### src/rtl/id_ex_stage_pkg.sv
// Shared CPU datapath constants, ALU op encodings and the ID/EX register layout.
package cpu_pkg;

  localparam int DATA_W = 32;
  localparam int REG_AW = 5;
  localparam int OP_W   = 3;

  localparam logic [OP_W-1:0] ALU_AND = 3'b000;
  localparam logic [OP_W-1:0] ALU_OR  = 3'b001;
  localparam logic [OP_W-1:0] ALU_ADD = 3'b010;
  localparam logic [OP_W-1:0] ALU_SUB = 3'b110;
  localparam logic [OP_W-1:0] ALU_SLT = 3'b111;

  // Everything the execute stage needs about one instruction.
  typedef struct packed {
    logic              valid;
    logic [REG_AW-1:0] rd;
    logic [REG_AW-1:0] rs;
    logic [REG_AW-1:0] rt;
    logic [DATA_W-1:0] rs_val;
    logic [DATA_W-1:0] rt_val;
    logic [DATA_W-1:0] imm;
    logic [OP_W-1:0]   alu_op;
    logic              alu_src;
    logic              reg_write;
    logic              mem_read;
    logic              mem_write;
  } ex_reg_t;

  // A bubble is all-zero: alu_op = AND and every write enable off.
  localparam ex_reg_t EX_BUBBLE = '0;

  // Regfile read bypass: a same-cycle WB write to the register being read wins.
  function automatic logic [DATA_W-1:0] wb_bypass(
    input logic [REG_AW-1:0] addr,
    input logic [DATA_W-1:0] rf_val,
    input logic              wb_we,
    input logic [REG_AW-1:0] wb_rd,
    input logic [DATA_W-1:0] wb_data
  );
    return (wb_we && (wb_rd != '0) && (wb_rd == addr)) ? wb_data : rf_val;
  endfunction

endpackage

### src/rtl/id_ex_stage_if.sv
// Decode/forwarding bus into the ID/EX stage and its execute-side outputs.
interface id_ex_stage_if;
  import cpu_pkg::*;

  // decode slot
  logic              id_valid;
  logic [DATA_W-1:0] id_rs_val;
  logic [DATA_W-1:0] id_rt_val;
  logic [DATA_W-1:0] id_imm;
  logic [REG_AW-1:0] id_rs;
  logic [REG_AW-1:0] id_rt;
  logic [REG_AW-1:0] id_rd;
  logic [OP_W-1:0]   id_alu_op;
  logic              id_alu_src;
  logic              id_reg_write;
  logic              id_mem_read;
  logic              id_mem_write;
  // pipeline control
  logic              stall;
  logic              flush;
  // later-stage writeback sources
  logic [REG_AW-1:0] mem_rd;
  logic              mem_we;
  logic [DATA_W-1:0] mem_res;
  logic [REG_AW-1:0] wb_rd;
  logic              wb_we;
  logic [DATA_W-1:0] wb_data;
  // execute side
  logic [DATA_W-1:0] num1;
  logic [DATA_W-1:0] num2;
  logic [OP_W-1:0]   alu_op;
  logic [DATA_W-1:0] ex_store;
  logic [REG_AW-1:0] ex_rd;
  logic              ex_reg_write;
  logic              ex_mem_read;
  logic              ex_mem_write;
  logic              ex_valid;
  logic              hazard_hold;

  modport master (
    output id_valid, id_rs_val, id_rt_val, id_imm, id_rs, id_rt, id_rd,
           id_alu_op, id_alu_src, id_reg_write, id_mem_read, id_mem_write,
           stall, flush, mem_rd, mem_we, mem_res, wb_rd, wb_we, wb_data,
    input  num1, num2, alu_op, ex_store, ex_rd, ex_reg_write, ex_mem_read,
           ex_mem_write, ex_valid, hazard_hold
  );

  modport slave (
    input  id_valid, id_rs_val, id_rt_val, id_imm, id_rs, id_rt, id_rd,
           id_alu_op, id_alu_src, id_reg_write, id_mem_read, id_mem_write,
           stall, flush, mem_rd, mem_we, mem_res, wb_rd, wb_we, wb_data,
    output num1, num2, alu_op, ex_store, ex_rd, ex_reg_write, ex_mem_read,
           ex_mem_write, ex_valid, hazard_hold
  );

endinterface

### src/rtl/id_ex_stage_fwd_sel.sv
// Per-operand forwarding mux: newest in-flight write to the source register wins.
module fwd_sel
  import cpu_pkg::*;
#(
  parameter int DW = DATA_W,
  parameter int AW = REG_AW
) (
  input  logic [AW-1:0] src_addr,
  input  logic [DW-1:0] src_val,
  input  logic [AW-1:0] mem_rd,
  input  logic          mem_we,
  input  logic [DW-1:0] mem_res,
  input  logic [AW-1:0] wb_rd,
  input  logic          wb_we,
  input  logic [DW-1:0] wb_data,
  output logic [DW-1:0] fwd_val
);

  logic mem_hit;
  logic wb_hit;

  // EX/MEM is younger than MEM/WB so it takes precedence; $0 is never forwarded.
  always_comb begin
    mem_hit = mem_we && (mem_rd != '0) && (mem_rd == src_addr);
    wb_hit  = wb_we  && (wb_rd  != '0) && (wb_rd  == src_addr);
    fwd_val = src_val;
    if (mem_hit)     fwd_val = mem_res;
    else if (wb_hit) fwd_val = wb_data;
  end

endmodule

### src/rtl/id_ex_stage.sv
// ID/EX pipeline register with load-use bubble insertion and operand forwarding.
module id_ex_stage
  import cpu_pkg::*;
(
  input  logic          clk,
  input  logic          rst_n,
  id_ex_stage_if.slave  bus
);

  ex_reg_t           ex_q;
  ex_reg_t           ex_d;
  ex_reg_t           load_d;
  logic              rs_dep;
  logic              rt_dep;
  logic              hazard;
  logic [DATA_W-1:0] fwd_rs;
  logic [DATA_W-1:0] fwd_rt;

  // Load-use detect: a load in EX whose destination the decode slot reads.
  // rt only counts when it is actually consumed: as the ALU operand, or as
  // store data (a store uses imm for the ALU but still needs rt).
  always_comb begin
    rs_dep = (ex_q.rd == bus.id_rs);
    rt_dep = (ex_q.rd == bus.id_rt) && (!bus.id_alu_src || bus.id_mem_write);
    hazard = ex_q.valid && ex_q.mem_read && (ex_q.rd != '0) && bus.id_valid &&
             (rs_dep || rt_dep);
  end

  // A flush already kills the slot, so upstream need not hold for it.
  assign bus.hazard_hold = rst_n & hazard & ~bus.flush;

  // Decode slot as it would be captured, with the regfile write-through bypass.
  always_comb begin
    load_d           = EX_BUBBLE;
    load_d.valid     = bus.id_valid;
    load_d.rd        = bus.id_rd;
    load_d.rs        = bus.id_rs;
    load_d.rt        = bus.id_rt;
    load_d.rs_val    = wb_bypass(bus.id_rs, bus.id_rs_val, bus.wb_we, bus.wb_rd, bus.wb_data);
    load_d.rt_val    = wb_bypass(bus.id_rt, bus.id_rt_val, bus.wb_we, bus.wb_rd, bus.wb_data);
    load_d.imm       = bus.id_imm;
    load_d.alu_op    = bus.id_alu_op;
    load_d.alu_src   = bus.id_alu_src;
    load_d.reg_write = bus.id_reg_write & bus.id_valid;
    load_d.mem_read  = bus.id_mem_read  & bus.id_valid;
    load_d.mem_write = bus.id_mem_write & bus.id_valid;
  end

  // Next register contents: flush > stall > load-use bubble > normal capture.
  always_comb begin
    ex_d = load_d;
    if (bus.flush)      ex_d = EX_BUBBLE;
    else if (bus.stall) ex_d = ex_q;
    else if (hazard)    ex_d = EX_BUBBLE;
  end

  // Pipeline register; reset leaves a bubble.
  always_ff @(posedge clk) begin
    if (!rst_n) ex_q <= EX_BUBBLE;
    else        ex_q <= ex_d;
  end

  fwd_sel u_fwd_rs (
    .src_addr (ex_q.rs),
    .src_val  (ex_q.rs_val),
    .mem_rd   (bus.mem_rd),
    .mem_we   (bus.mem_we),
    .mem_res  (bus.mem_res),
    .wb_rd    (bus.wb_rd),
    .wb_we    (bus.wb_we),
    .wb_data  (bus.wb_data),
    .fwd_val  (fwd_rs)
  );

  fwd_sel u_fwd_rt (
    .src_addr (ex_q.rt),
    .src_val  (ex_q.rt_val),
    .mem_rd   (bus.mem_rd),
    .mem_we   (bus.mem_we),
    .mem_res  (bus.mem_res),
    .wb_rd    (bus.wb_rd),
    .wb_we    (bus.wb_we),
    .wb_data  (bus.wb_data),
    .fwd_val  (fwd_rt)
  );

  assign bus.num1         = fwd_rs;
  assign bus.num2         = ex_q.alu_src ? ex_q.imm : fwd_rt;
  assign bus.ex_store     = fwd_rt;
  assign bus.alu_op       = ex_q.alu_op;
  assign bus.ex_rd        = ex_q.rd;
  assign bus.ex_reg_write = ex_q.reg_write;
  assign bus.ex_mem_read  = ex_q.mem_read;
  assign bus.ex_mem_write = ex_q.mem_write;
  assign bus.ex_valid     = ex_q.valid;

endmodule

### src/flat_wrapper.sv
// flat-port wrapper written by rule: the top's interface ports become plain ports
module id_ex_stage_flat import cpu_pkg::*;
  (clk, rst_n, bus_id_valid, bus_id_rs_val, bus_id_rt_val, bus_id_imm, bus_id_rs, bus_id_rt, bus_id_rd, bus_id_alu_op, bus_id_alu_src, bus_id_reg_write, bus_id_mem_read, bus_id_mem_write, bus_stall, bus_flush, bus_mem_rd, bus_mem_we, bus_mem_res, bus_wb_rd, bus_wb_we, bus_wb_data, bus_num1, bus_num2, bus_alu_op, bus_ex_store, bus_ex_rd, bus_ex_reg_write, bus_ex_mem_read, bus_ex_mem_write, bus_ex_valid, bus_hazard_hold);
  id_ex_stage_if bus_i ();
  input  logic clk;
  input  logic rst_n;
  input wire logic [$bits(bus_i.id_valid)-1:0] bus_id_valid;
  input wire logic [$bits(bus_i.id_rs_val)-1:0] bus_id_rs_val;
  input wire logic [$bits(bus_i.id_rt_val)-1:0] bus_id_rt_val;
  input wire logic [$bits(bus_i.id_imm)-1:0] bus_id_imm;
  input wire logic [$bits(bus_i.id_rs)-1:0] bus_id_rs;
  input wire logic [$bits(bus_i.id_rt)-1:0] bus_id_rt;
  input wire logic [$bits(bus_i.id_rd)-1:0] bus_id_rd;
  input wire logic [$bits(bus_i.id_alu_op)-1:0] bus_id_alu_op;
  input wire logic [$bits(bus_i.id_alu_src)-1:0] bus_id_alu_src;
  input wire logic [$bits(bus_i.id_reg_write)-1:0] bus_id_reg_write;
  input wire logic [$bits(bus_i.id_mem_read)-1:0] bus_id_mem_read;
  input wire logic [$bits(bus_i.id_mem_write)-1:0] bus_id_mem_write;
  input wire logic [$bits(bus_i.stall)-1:0] bus_stall;
  input wire logic [$bits(bus_i.flush)-1:0] bus_flush;
  input wire logic [$bits(bus_i.mem_rd)-1:0] bus_mem_rd;
  input wire logic [$bits(bus_i.mem_we)-1:0] bus_mem_we;
  input wire logic [$bits(bus_i.mem_res)-1:0] bus_mem_res;
  input wire logic [$bits(bus_i.wb_rd)-1:0] bus_wb_rd;
  input wire logic [$bits(bus_i.wb_we)-1:0] bus_wb_we;
  input wire logic [$bits(bus_i.wb_data)-1:0] bus_wb_data;
  output wire logic [$bits(bus_i.num1)-1:0] bus_num1;
  output wire logic [$bits(bus_i.num2)-1:0] bus_num2;
  output wire logic [$bits(bus_i.alu_op)-1:0] bus_alu_op;
  output wire logic [$bits(bus_i.ex_store)-1:0] bus_ex_store;
  output wire logic [$bits(bus_i.ex_rd)-1:0] bus_ex_rd;
  output wire logic [$bits(bus_i.ex_reg_write)-1:0] bus_ex_reg_write;
  output wire logic [$bits(bus_i.ex_mem_read)-1:0] bus_ex_mem_read;
  output wire logic [$bits(bus_i.ex_mem_write)-1:0] bus_ex_mem_write;
  output wire logic [$bits(bus_i.ex_valid)-1:0] bus_ex_valid;
  output wire logic [$bits(bus_i.hazard_hold)-1:0] bus_hazard_hold;
  assign bus_i.id_valid = bus_id_valid;
  assign bus_i.id_rs_val = bus_id_rs_val;
  assign bus_i.id_rt_val = bus_id_rt_val;
  assign bus_i.id_imm = bus_id_imm;
  assign bus_i.id_rs = bus_id_rs;
  assign bus_i.id_rt = bus_id_rt;
  assign bus_i.id_rd = bus_id_rd;
  assign bus_i.id_alu_op = bus_id_alu_op;
  assign bus_i.id_alu_src = bus_id_alu_src;
  assign bus_i.id_reg_write = bus_id_reg_write;
  assign bus_i.id_mem_read = bus_id_mem_read;
  assign bus_i.id_mem_write = bus_id_mem_write;
  assign bus_i.stall = bus_stall;
  assign bus_i.flush = bus_flush;
  assign bus_i.mem_rd = bus_mem_rd;
  assign bus_i.mem_we = bus_mem_we;
  assign bus_i.mem_res = bus_mem_res;
  assign bus_i.wb_rd = bus_wb_rd;
  assign bus_i.wb_we = bus_wb_we;
  assign bus_i.wb_data = bus_wb_data;
  assign bus_num1 = bus_i.num1;
  assign bus_num2 = bus_i.num2;
  assign bus_alu_op = bus_i.alu_op;
  assign bus_ex_store = bus_i.ex_store;
  assign bus_ex_rd = bus_i.ex_rd;
  assign bus_ex_reg_write = bus_i.ex_reg_write;
  assign bus_ex_mem_read = bus_i.ex_mem_read;
  assign bus_ex_mem_write = bus_i.ex_mem_write;
  assign bus_ex_valid = bus_i.ex_valid;
  assign bus_hazard_hold = bus_i.hazard_hold;
  id_ex_stage u_core (.clk(clk), .rst_n(rst_n), .bus(bus_i));
endmodule
### config.mk
export PLATFORM = sky130hd
export DESIGN_NAME = id_ex_stage_flat
export DESIGN_NICKNAME = d
export VERILOG_FILES = /design/src/rtl/id_ex_stage_pkg.sv /design/src/rtl/id_ex_stage_if.sv /design/src/rtl/id_ex_stage_fwd_sel.sv /design/src/rtl/id_ex_stage.sv /design/src/flat_wrapper.sv
export SDC_FILE = /design/constraint.sdc
export NUM_CORES = 1
export LEC_CHECK = 0
export BUFFER_PORTS_ARGS = -buffer_cell sky130_fd_sc_hd__clkbuf_2
export CAP_MARGIN = 10
export CORE_MARGIN = 2
export CORE_UTILIZATION = 40
export CTS_BUF_LIST = sky130_fd_sc_hd__clkbuf_16
export DETAILED_ROUTE_END_ITERATION = 12
export PLACE_DENSITY = 0.66
export SETUP_SLACK_MARGIN = 0.5
export SLEW_MARGIN = 40
export SYNTH_ARGS = -nofsm -noshare
export SYNTH_HDL_FRONTEND = slang
export SYNTH_HIERARCHICAL = 1
export SYNTH_SLANG_ARGS = --single-unit
### constraint.sdc
create_clock -name clk -period 5.72 [get_ports clk]
set_input_delay 0.858 -clock clk [delete_from_list [all_inputs] [get_ports clk]]
set_output_delay 0.858 -clock clk [all_outputs]
set_load 0.1 [all_outputs]
== After elaboration in Yosys (flattened, before gate mapping) ==
Cells that the tools add are included.

* Register bits: 119
* Latch bits: 0
* RAM bits: 0
* ROM bits: 0
* Output and inout bits: 109
* Memories: 0

* Add/subtract/negate cells: 0
* $mul: 0
* Divide/modulo/power cells: 0
* Magnitude comparators: 0
* Equal/unequal tests: 8
* Shifts and indexed selects: 0
* Multiplexer cells: 8
* Bitwise logic cells: 7
* Reductions and logical operators: 20

{| class="wikitable"
|+ Operator list
! cell !! count
|-
| 32-bit two-way mux || 7
|-
| 119-bit two-way mux || 1
|-
| 5-bit equality test || 8
|-
| 5-bit nonzero test || 3
|-
| 1-bit logical AND || 13
|-
| 1-bit bitwise AND || 5
|-
| 1-bit logical OR || 2
|-
| 1-bit inverter || 2
|-
| 2-bit OR reduction || 1
|-
| 1-bit zero test || 1
|}

== Depth between registers and ports, before layout ==
Gate-level depths: netlist of the first run.

* Word-level depth: 7
* Depth in mapped cells: 7

== Hierarchy ==
The synthesis of the first run kept the hierarchy.

{| class="wikitable"
|+ Modules (own cells, without submodules)
! module !! times used !! cells each !! area an instance (um2)
|-
| id_ex_stage || 1 || 617 || 5764.3
|-
| fwd_sel || 2 || 185 || 1167.4
|}

== Worst setup path after synthesis of the first run ==
Ideal clock, no wire load.

* Path type: input to output
* From: input port bus_wb_rd[0]
* To: output port bus_num2[10]
* Data arrival time: 4.296 ns
* Data required time: 4.862 ns
* Slack: 0.566 ns
* Stages: 6
* Cells stage by stage: nor4_1 > o21a_1 > buf_1 > o31ai_1 > a31oi_1 > mux2_2

* Longest elaborated chain between the ends: 6
* Elaborated cells on any way between the ends: 7
* Those cells by class: eq/ne: 1; mux: 3; reduce/logical: 3

{| class="wikitable"
|+ Ends and longest elaborated chain
! item !! RTL line !! source
|-
| start: declaration || flat_wrapper.sv:24 || <nowiki>input wire logic [$bits(bus_i.wb_rd)-1:0] bus_wb_rd;</nowiki>
|-
| 5-bit nonzero test || id_ex_stage_fwd_sel.sv:25 || <nowiki>wb_hit = wb_we && (wb_rd != '0) && (wb_rd == src_addr);</nowiki>
|-
| 1-bit logical AND || id_ex_stage_fwd_sel.sv:25 ||
|-
| 1-bit logical AND * || id_ex_stage_fwd_sel.sv:25 ||
|-
| 32-bit two-way mux * || id_ex_stage_fwd_sel.sv:28 || <nowiki>else if (wb_hit) fwd_val = wb_data;</nowiki>
|-
| 32-bit two-way mux * || id_ex_stage_fwd_sel.sv:27 || <nowiki>if (mem_hit) fwd_val = mem_res;</nowiki>
|-
| named net bus_ex_store[10] || flat_wrapper.sv:30 || <nowiki>output wire logic [$bits(bus_i.ex_store)-1:0] bus_ex_store;</nowiki>
|-
| 32-bit two-way mux * || id_ex_stage.sv:88 || <nowiki>assign bus.num2 = ex_q.alu_src ? ex_q.imm : fwd_rt;</nowiki>
|-
| end: declaration || flat_wrapper.sv:28 || <nowiki>output wire logic [$bits(bus_i.num2)-1:0] bus_num2;</nowiki>
|}

The timed path passes the listed nets; every way through them passes the cells marked *.

== Worst setup path after layout of the first run ==
* From: input port bus_wb_rd[0]
* To: output port bus_num1[28]

* Longest elaborated chain between the ends: 5
* Elaborated cells on any way between the ends: 6
* Those cells by class: eq/ne: 1; mux: 2; reduce/logical: 3

{| class="wikitable"
|+ Ends and longest elaborated chain
! item !! RTL line !! source
|-
| 5-bit nonzero test || id_ex_stage_fwd_sel.sv:25 ||
|-
| 1-bit logical AND || id_ex_stage_fwd_sel.sv:25 ||
|-
| 1-bit logical AND * || id_ex_stage_fwd_sel.sv:25 ||
|-
| 32-bit two-way mux * || id_ex_stage_fwd_sel.sv:28 ||
|-
| 32-bit two-way mux * || id_ex_stage_fwd_sel.sv:27 ||
|-
| end: declaration || flat_wrapper.sv:27 || <nowiki>output wire logic [$bits(bus_i.num1)-1:0] bus_num1;</nowiki>
|}

Mark *: on every way between the ends. The rest lies on a longest branch, timed or not.

==> flow_metrics.py, run 1 <==
metrics = {
    "status": {
        "outcome": "finished, final reports clean",
    },
    "global_routing": {
        "top_usage_layer": "met2",
        "met2_usage_pct": 47.3,
        "antenna_found_initial": 1,
        "grt_pass1_vias": 9030,
        "grt.overflow.total": 0,
        "globalRouteTotalUtil_pct": 30.1,
        "use_met1_pct": 40.2,
        "grt_pass1_wl_um": 51300,
        "grt_max_degree": 85,
        "gr-usage-met3_pct": 5.81,
    },
    "logic_synthesis": {
        "synth_top_cells_by_area": "dfxtp_1, mux2i_1, o32ai_1, o31ai_1, nand2_1",
        "synthFlopType": "dfxtp_1",
        "syn_area_per_cell_um2": 8.21,
        "syn_area_mm2": 0.00810,
        "synth_edf_count": 0,
        "synth-async-reset-ratio_pct": 0,
        "yosys-top-cells-count": "nand2_1, dfxtp_1, clkbuf_1",
        "synthCells": 987,
        "ys_seq_area_share_pct": 29.4,
        "synth_seq_cells": 119,
        "synth_area_leader_cell": "dfxtp_1",
        "syn-num-nets": 1186,
        "synth_top_area_share_pct": 29.4,
        "synth.distinct_cells": 42,
        "yosysWarnings": 6,
        "synth_most_common_cell": "nand2_1",
    },
    "power_and_ir_drop": {
        "pwr-share-clk_pct": 38.3,
        "ir_worst_vdd_mv": 0.174,
        "swShare_pct": 37.5,
        "p_leak_uw": 0.00367,
        "p_switching_uw": 997,
        "pwr-share-seq_pct": 33.0,
        "intPower_uw": 1660,
        "powerDensity_mw_per_mm2": 260,
        "combPwrFrac_pct": 28.6,
    },
    "hold_path": {
        "hp-class": "flop to flop",
        "min_from": "u_core/ex_q[31]",
    },
    "routing": {
        "vias_per_cell": 6.37,
        "drt-wirelength-per-cell_um": 22.8,
        "vias": 9462,
        "drtIter0Drc": 1001,
        "wl_um": 33900,
        "detail-route-antenna-nets": 0,
        "drc": 0,
        "first_pass_iters": 6,
    },
    "floorplanning": {
        "core_area_mm2": 0.0200,
        "pin_count": 308,
        "start_util_pct": 40.4,
        "die_h_um": 146,
        "die_area_mm2": 0.0214,
        "fp.dieW_um": 146,
        "rows": 52,
    },
    "timing": {
        "max_slew.worst_pin.slew_ps": 852,
        "drv_slew": 0,
        "setup_viol": 0,
        "maxSlewHeadroom_pct": 43.1,
        "final_hold_viol_count": 0,
        "final.setup.tns_ps": 0,
        "final.min_clock_period_ps": 4630,
        "hold_ws_ps": 458,
        "fmax_ghz": 0.216,
        "fin_skew_ps": 9.38,
        "rsz0062_at_grt": "false",
        "period_share_pct": 80.9,
    },
    "worst_setup_path": {
        "cpMaxStageDelayCell": "nor4_1",
        "path_class": "input port to output port",
        "path_cells": "clkbuf_2 > nor4_1 > o21a_1 > buf_4 > o31ai_1 > a31oi_1 > clkbuf_2",
        "crit_top_cell": "clkbuf_2",
        "r2r_start": "u_core/bus.ex_rd[0]",
        "setup.worst_path.start_class": "input port",
        "arrival_ps": 3770,
        "critPathCaptureType": "output port",
        "crit_path_max_fanout": 18,
        "path_delay_family": "compound AO/OA/AOI/OAI gates",
        "critPathMaxStageDelay_ps": 710,
        "crit_path_start": "bus_wb_rd[0]",
        "crit_buf_inv": 3,
        "crit_required_ps": 4860,
    },
    "cts": {
        "cts_buffer_depth": 2,
        "root_buffer": "clkbuf_16",
        "cts_tree": "done",
        "postCtsResizedCells": 0,
        "clkLatencyLatePin_ps": 410,
        "cts_buffers": 17,
        "clk_pin_slew_ps": 60,
        "cts_max_level": 4,
        "clock-sinks": 119,
        "cts_setup_buffers": 0,
        "cts_hold_buffers": 0,
    },
    "placement": {
        "gp_congestion": 0.861,
        "dp_hpwl_um": 22300,
        "place.port_buffers": 307,
        "dp_cells": 1454,
        "dpl_cell_area_mm2": 0.00968,
    },
    "cells_and_area": {
        "final_cells": 1485,
        "finalCoreUtilization_pct": 51.0,
        "final_layout_size_suffix_gt1_share_pct": 34.5,
        "layout.nets": 1402,
        "design_area_mm2": 0.0102,
        "areaGrowthSynthToFinish_pct": 26.3,
    },
    "run": {
        "cap_violations": 0,
    },
}
layer usage:
layer	wire, um	part of all wire [%]
met5	0	0
met4	1200	3.6
met3	3180	9.4
met2	15300	45
met1	14100	42
layout by cell type (no fill, tap or decap), drive strengths merged, types with 14 or more instances in the layout:
| cell | n |
|---|---|
| clkbuf | 320 |
| nand2 | 122 |
| dfxtp | 119 |
| nor4 | 69 |
| mux2i | 64 |
| o32ai | 64 |
| o31ai | 64 |
| nand4 | 64 |
| a31oi | 64 |
| a21oi | 55 |
| o211ai | 51 |
| mux2 | 32 |
| buf | 32 |
| xnor2 | 22 |
| xor2 | 14 |
cells by family (layout without fill, tap and decap cells):
logic type                after synthesis  in the layout  share of synthesized area, %
xor gates and xnor gates               36             36                          3.89
and+or+nand+nor                       287            287                          18.5
DFF                                   119            119                          29.4
other                                   0              1                             0
muxes                                  96             96                          12.4
buffers and inverters                 140            367                          8.30
AOI/OAI and AO/OA                     309            309                          27.5
through the flow:
step / power (uW) / worst slack [ps]
finish: 2660 / 1090
CTS: 2660 / 1130
global route: 2740 / 955
detailed placement: 1640 / 1150
floorplan: 1420 / 566
global placement: 1640 / 1200
worst min-delay path, stage by stage, from the launching register on:
cell and delay [ps]:
dfxtp_1 310, nand2_1 60, a21oi_1 50
final cells by class:
| cell class | count | area [um2] |
|---|---|---|
| diodes | 1 | 2.50 |
| clock buffers | 17 | 425 |
| clock inverters | 13 | 116 |
| fillers | 1956 | 9810 |
| inverters | 2 | 7.51 |
| multi-input cells | 728 | 5120 |
| flip-flops and latches | 119 | 2390 |
| well taps | 270 | 338 |
| repair buffers | 335 | 1830 |
power by group through the flow:
stage / clock [uW] / combinational (uW) / sequential (uW)
2_1_floorplan: 0 / 527 / 892
3_3_place_gp: 0 / 742 / 895
3_5_place_dp: 0 / 750 / 895
4_1_cts: 1030 / 751 / 878
5_1_grt: 1070 / 791 / 881
6_report: 1020 / 762 / 878
worst paths after layout:
path                      to  slack [ps]  depth (start not counted)
max             bus_num1[28]        1090                          7
min reg2reg  u_core/ex_q[31]         460                          2
max reg2reg  u_core/ex_q[91]        2820                          6
min          u_core/ex_q[31]         460                          2
flip-flops by register name (all words and copies together), names as in the netlist:
signal and flops:
u_core/bus.ex_reg_write 1, u_core/bus.ex_mem_write 1, u_core/bus.ex_valid 1, u_core/ex_q 107, u_core/bus.alu_op 3, u_core/bus.ex_mem_read 1, u_core/bus.ex_rd 5
No activity file was read; power rests on OpenSTA's default activity.
==> run 2, diff against run 1 <==
--- a/config.mk
+++ b/config.mk
@@ -5,6 +5,7 @@
 export SDC_FILE = /design/constraint.sdc
 export NUM_CORES = 1
 export LEC_CHECK = 0
+export ABC_AREA = 1
 export BUFFER_PORTS_ARGS = -buffer_cell sky130_fd_sc_hd__clkbuf_2
 export CAP_MARGIN = 10
 export CORE_MARGIN = 2
==> constraint.sdc (replaced) <==
create_clock -name clk -period 4.3 [get_ports clk]
set_input_delay 0.645 -clock clk [delete_from_list [all_inputs] [get_ports clk]]
set_output_delay 0.645 -clock clk [all_outputs]
set_load 0.1 [all_outputs]
==> run 2 against run 1 <==
Compared with the run above: combinational power up 55%; global-route usage up 1.4 points; flip-flop and latch count unchanged; register-to-register slack worse by 550 ps; worst hold slack lost 17 ps; worst setup slack lost 430 ps; critical path depth grew 2; largest power group unchanged.
==> flow_metrics.py, run 2 <==
metrics = {
    "cts": {
        "clock-sinks": 119,
        "cts_max_level": 4,
        "postCtsResizedCells": 0,
        "cts_hold_buffers": 0,
        "cts_setup_buffers": 0,
        "cts_tree": "done",
        "clk_pin_slew_ps": 60,
        "clkLatencyLatePin_ps": 430,
        "root_buffer": "clkbuf_16",
        "cts_buffer_depth": 2,
        "cts_buffers": 17,
    },
    "cells_and_area": {
        "diodes": 0,
        "largest_reg_flops": 107,
        "final_cell_mix": "nand2_1, clkbuf_2, inv_1",
        "fillCellCount": 2034,
        "final_common_cell": "nand2_1",
        "final_layout_size_suffix_gt1_share_pct": 24.5,
        "layout.nets": 1883,
        "regMostFlops": "u_core/ex_q",
        "areaGrowthSynthToFinish_pct": 41.9,
        "register_area_mm2": 0.00239,
        "multi_input_area_mm2": 0.00503,
    },
    "power_and_ir_drop": {
        "combPwrFrac_pct": 30.9,
        "swShare_pct": 36.6,
        "p_switching_uw": 1390,
        "intPower_uw": 2410,
        "pwr-share-clk_pct": 38.5,
        "p_leak_uw": 0.00613,
        "power_uw": 3800,
        "powerDensity_mw_per_mm2": 312,
        "ir_worst_vdd_mv": 0.242,
        "pwr-share-seq_pct": 30.6,
    },
    "hold_path": {
        "hp-class": "input port to flop",
    },
    "floorplanning": {
        "fp.dieW_um": 151,
        "start_util_pct": 40.8,
        "rows": 53,
        "die_h_um": 151,
        "core_area_mm2": 0.0211,
        "pin_count": 308,
        "die_area_mm2": 0.0227,
    },
    "timing": {
        "fin_skew_ps": 11.2,
        "period_share_pct": 84.6,
        "final.min_clock_period_ps": 3640,
        "final.setup.tns_ps": 0,
        "fmax_ghz": 0.275,
        "drv_slew": 0,
        "final_hold_viol_count": 0,
        "maxSlewHeadroom_pct": 47.8,
        "max_slew.worst_pin.slew_ps": 782,
        "rsz0062_at_grt": "false",
        "setup_viol": 0,
    },
    "logic_synthesis": {
        "synth_top_cells_by_area": "dfxtp_1, nand2_1, nand4_1, nand3_1, inv_1",
        "synthFlopType": "dfxtp_1",
        "yosysWarnings": 6,
        "synth.area.mux_share_pct": 4.42,
        "synth_xor_area_share_pct": 1.12,
        "synth_top_family_by_area": "simple AND/OR/NAND/NOR gates",
        "synth.distinct_cells": 26,
        "syn_area_mm2": 0.00860,
        "synth_most_common_cell": "nand2_1",
        "ys_seq_area_share_pct": 27.7,
        "synth_top_area_share_pct": 27.7,
        "synthSimpleGateAreaFrac_pct": 44.3,
        "syn-num-nets": 1647,
        "yosys-top-cells-count": "nand2_1, inv_1, nand3_1",
        "synth_edf_count": 0,
        "synthCells": 1448,
        "synth_area_leader_cell": "dfxtp_1",
        "syn_area_per_cell_um2": 5.94,
        "synth-async-reset-ratio_pct": 0,
        "synth-adder-area-share_pct": 0,
        "synth_compound_area_share_pct": 7.99,
        "synth_seq_cells": 119,
    },
    "run": {
        "cap_violations": 0,
    },
    "routing": {
        "vias": 10700,
        "first_pass_iters": 5,
        "drc": 0,
        "drt-wirelength-per-cell_um": 18.3,
        "vias_per_cell": 5.40,
        "drtIter0Drc": 933,
        "wl_um": 36000,
        "detail-route-antenna-nets": 0,
    },
    "worst_setup_path": {
        "critPathCaptureType": "output port",
        "crit_path_max_fanout": 32,
        "ff2ff_setup_slack_ps": 2270,
        "setup.worst_path.start_class": "flop",
        "arrival_ps": 2990,
        "crit_required_ps": 3650,
        "path_class": "flop to output port",
    },
    "global_routing": {
        "grt_pass1_wl_um": 55000,
        "grt_pass1_vias": 10100,
        "grt.overflow.total": 0,
        "grt_max_degree": 66,
        "antenna_found_initial": 1,
        "globalRouteTotalUtil_pct": 31.4,
    },
    "placement": {
        "dp_hpwl_um": 24700,
        "gp_congestion": 0.979,
        "place.port_buffers": 307,
    },
    "status": {
        "outcome": "finished, final reports clean",
    },
}
==> run 2: cell type report <==
type | instances | area share [%]
clock buffers | 17 | 3.49
inverters | 173 | 5.34
multi-input cells | 1041 | 41.3
flip-flops and latches | 119 | 19.6
repair buffers | 332 | 26.2
well taps | 275 | 2.82
clock inverters | 15 | 1.32
==> run 2: logic make-up (layout without fill, tap and decap cells) <==
family,after synthesis,after routing
buf+inv,288,537
mux,34,34
flops,119,119
simple gates,866,866
xor+xnor,11,11
compound gates,130,130
==> run 2: per-layer routing <==
metal | track usage, % | up-vias | wire (um)
li1 | - | 5123 | -
met1 | 40.3 | 4824 | 14300
met2 | 50.5 | 618 | 16600
met3 | 7.97 | 86 | 3890
met4 | 12.8 | 2 | 1220
met5 | 0 | - | 11
==> run 2: path summary, 6_finish.rpt <==
kind,start,endpoint,cells past startpoint
setup reg to reg,u_core/bus.ex_rd[4],u_core/ex_q[30],9
setup / recovery,u_core/ex_q[106],bus_num2[19],9
hold reg to reg,u_core/ex_q[85],u_core/ex_q[85],2
hold / removal,bus_id_rd[3],u_core/bus.ex_rd[3],3
==> run 2: worst max-delay path: stages, from the launching register on <==
cell and delay [ps]:
dfxtp_1 450, inv_1 120, nand2_1 80, nand4_1 120
nor2_4 360, nand3_4 520, nand3_1 260, nand2_1 140
mux2_2 320, buf_12 170
==> run 2: per-stage QoR <==
step                cells  worst slack, ps  util (%)  cell area [um2]  hold slack (ps)
CTS                  1972              735      57.9            12200              431
detailed placement   1940              832      55.1            11600              454
finish               1972              663      57.9            12200              441
global placement     1936              912      54.8            11600              445
global route         1972              572      57.9            12200              442
floorplan            1448              908         -             8600              436
==> run 2: power groups by stage <==
stage               Combinational [uW]  Clock [uW]  Sequential, uW
floorplan                          698           0            1190
finish                            1180        1460            1160
detailed placement                1170           0            1190
global route                      1240        1530            1170
global placement                  1150           0            1190
CTS                               1170        1480            1160
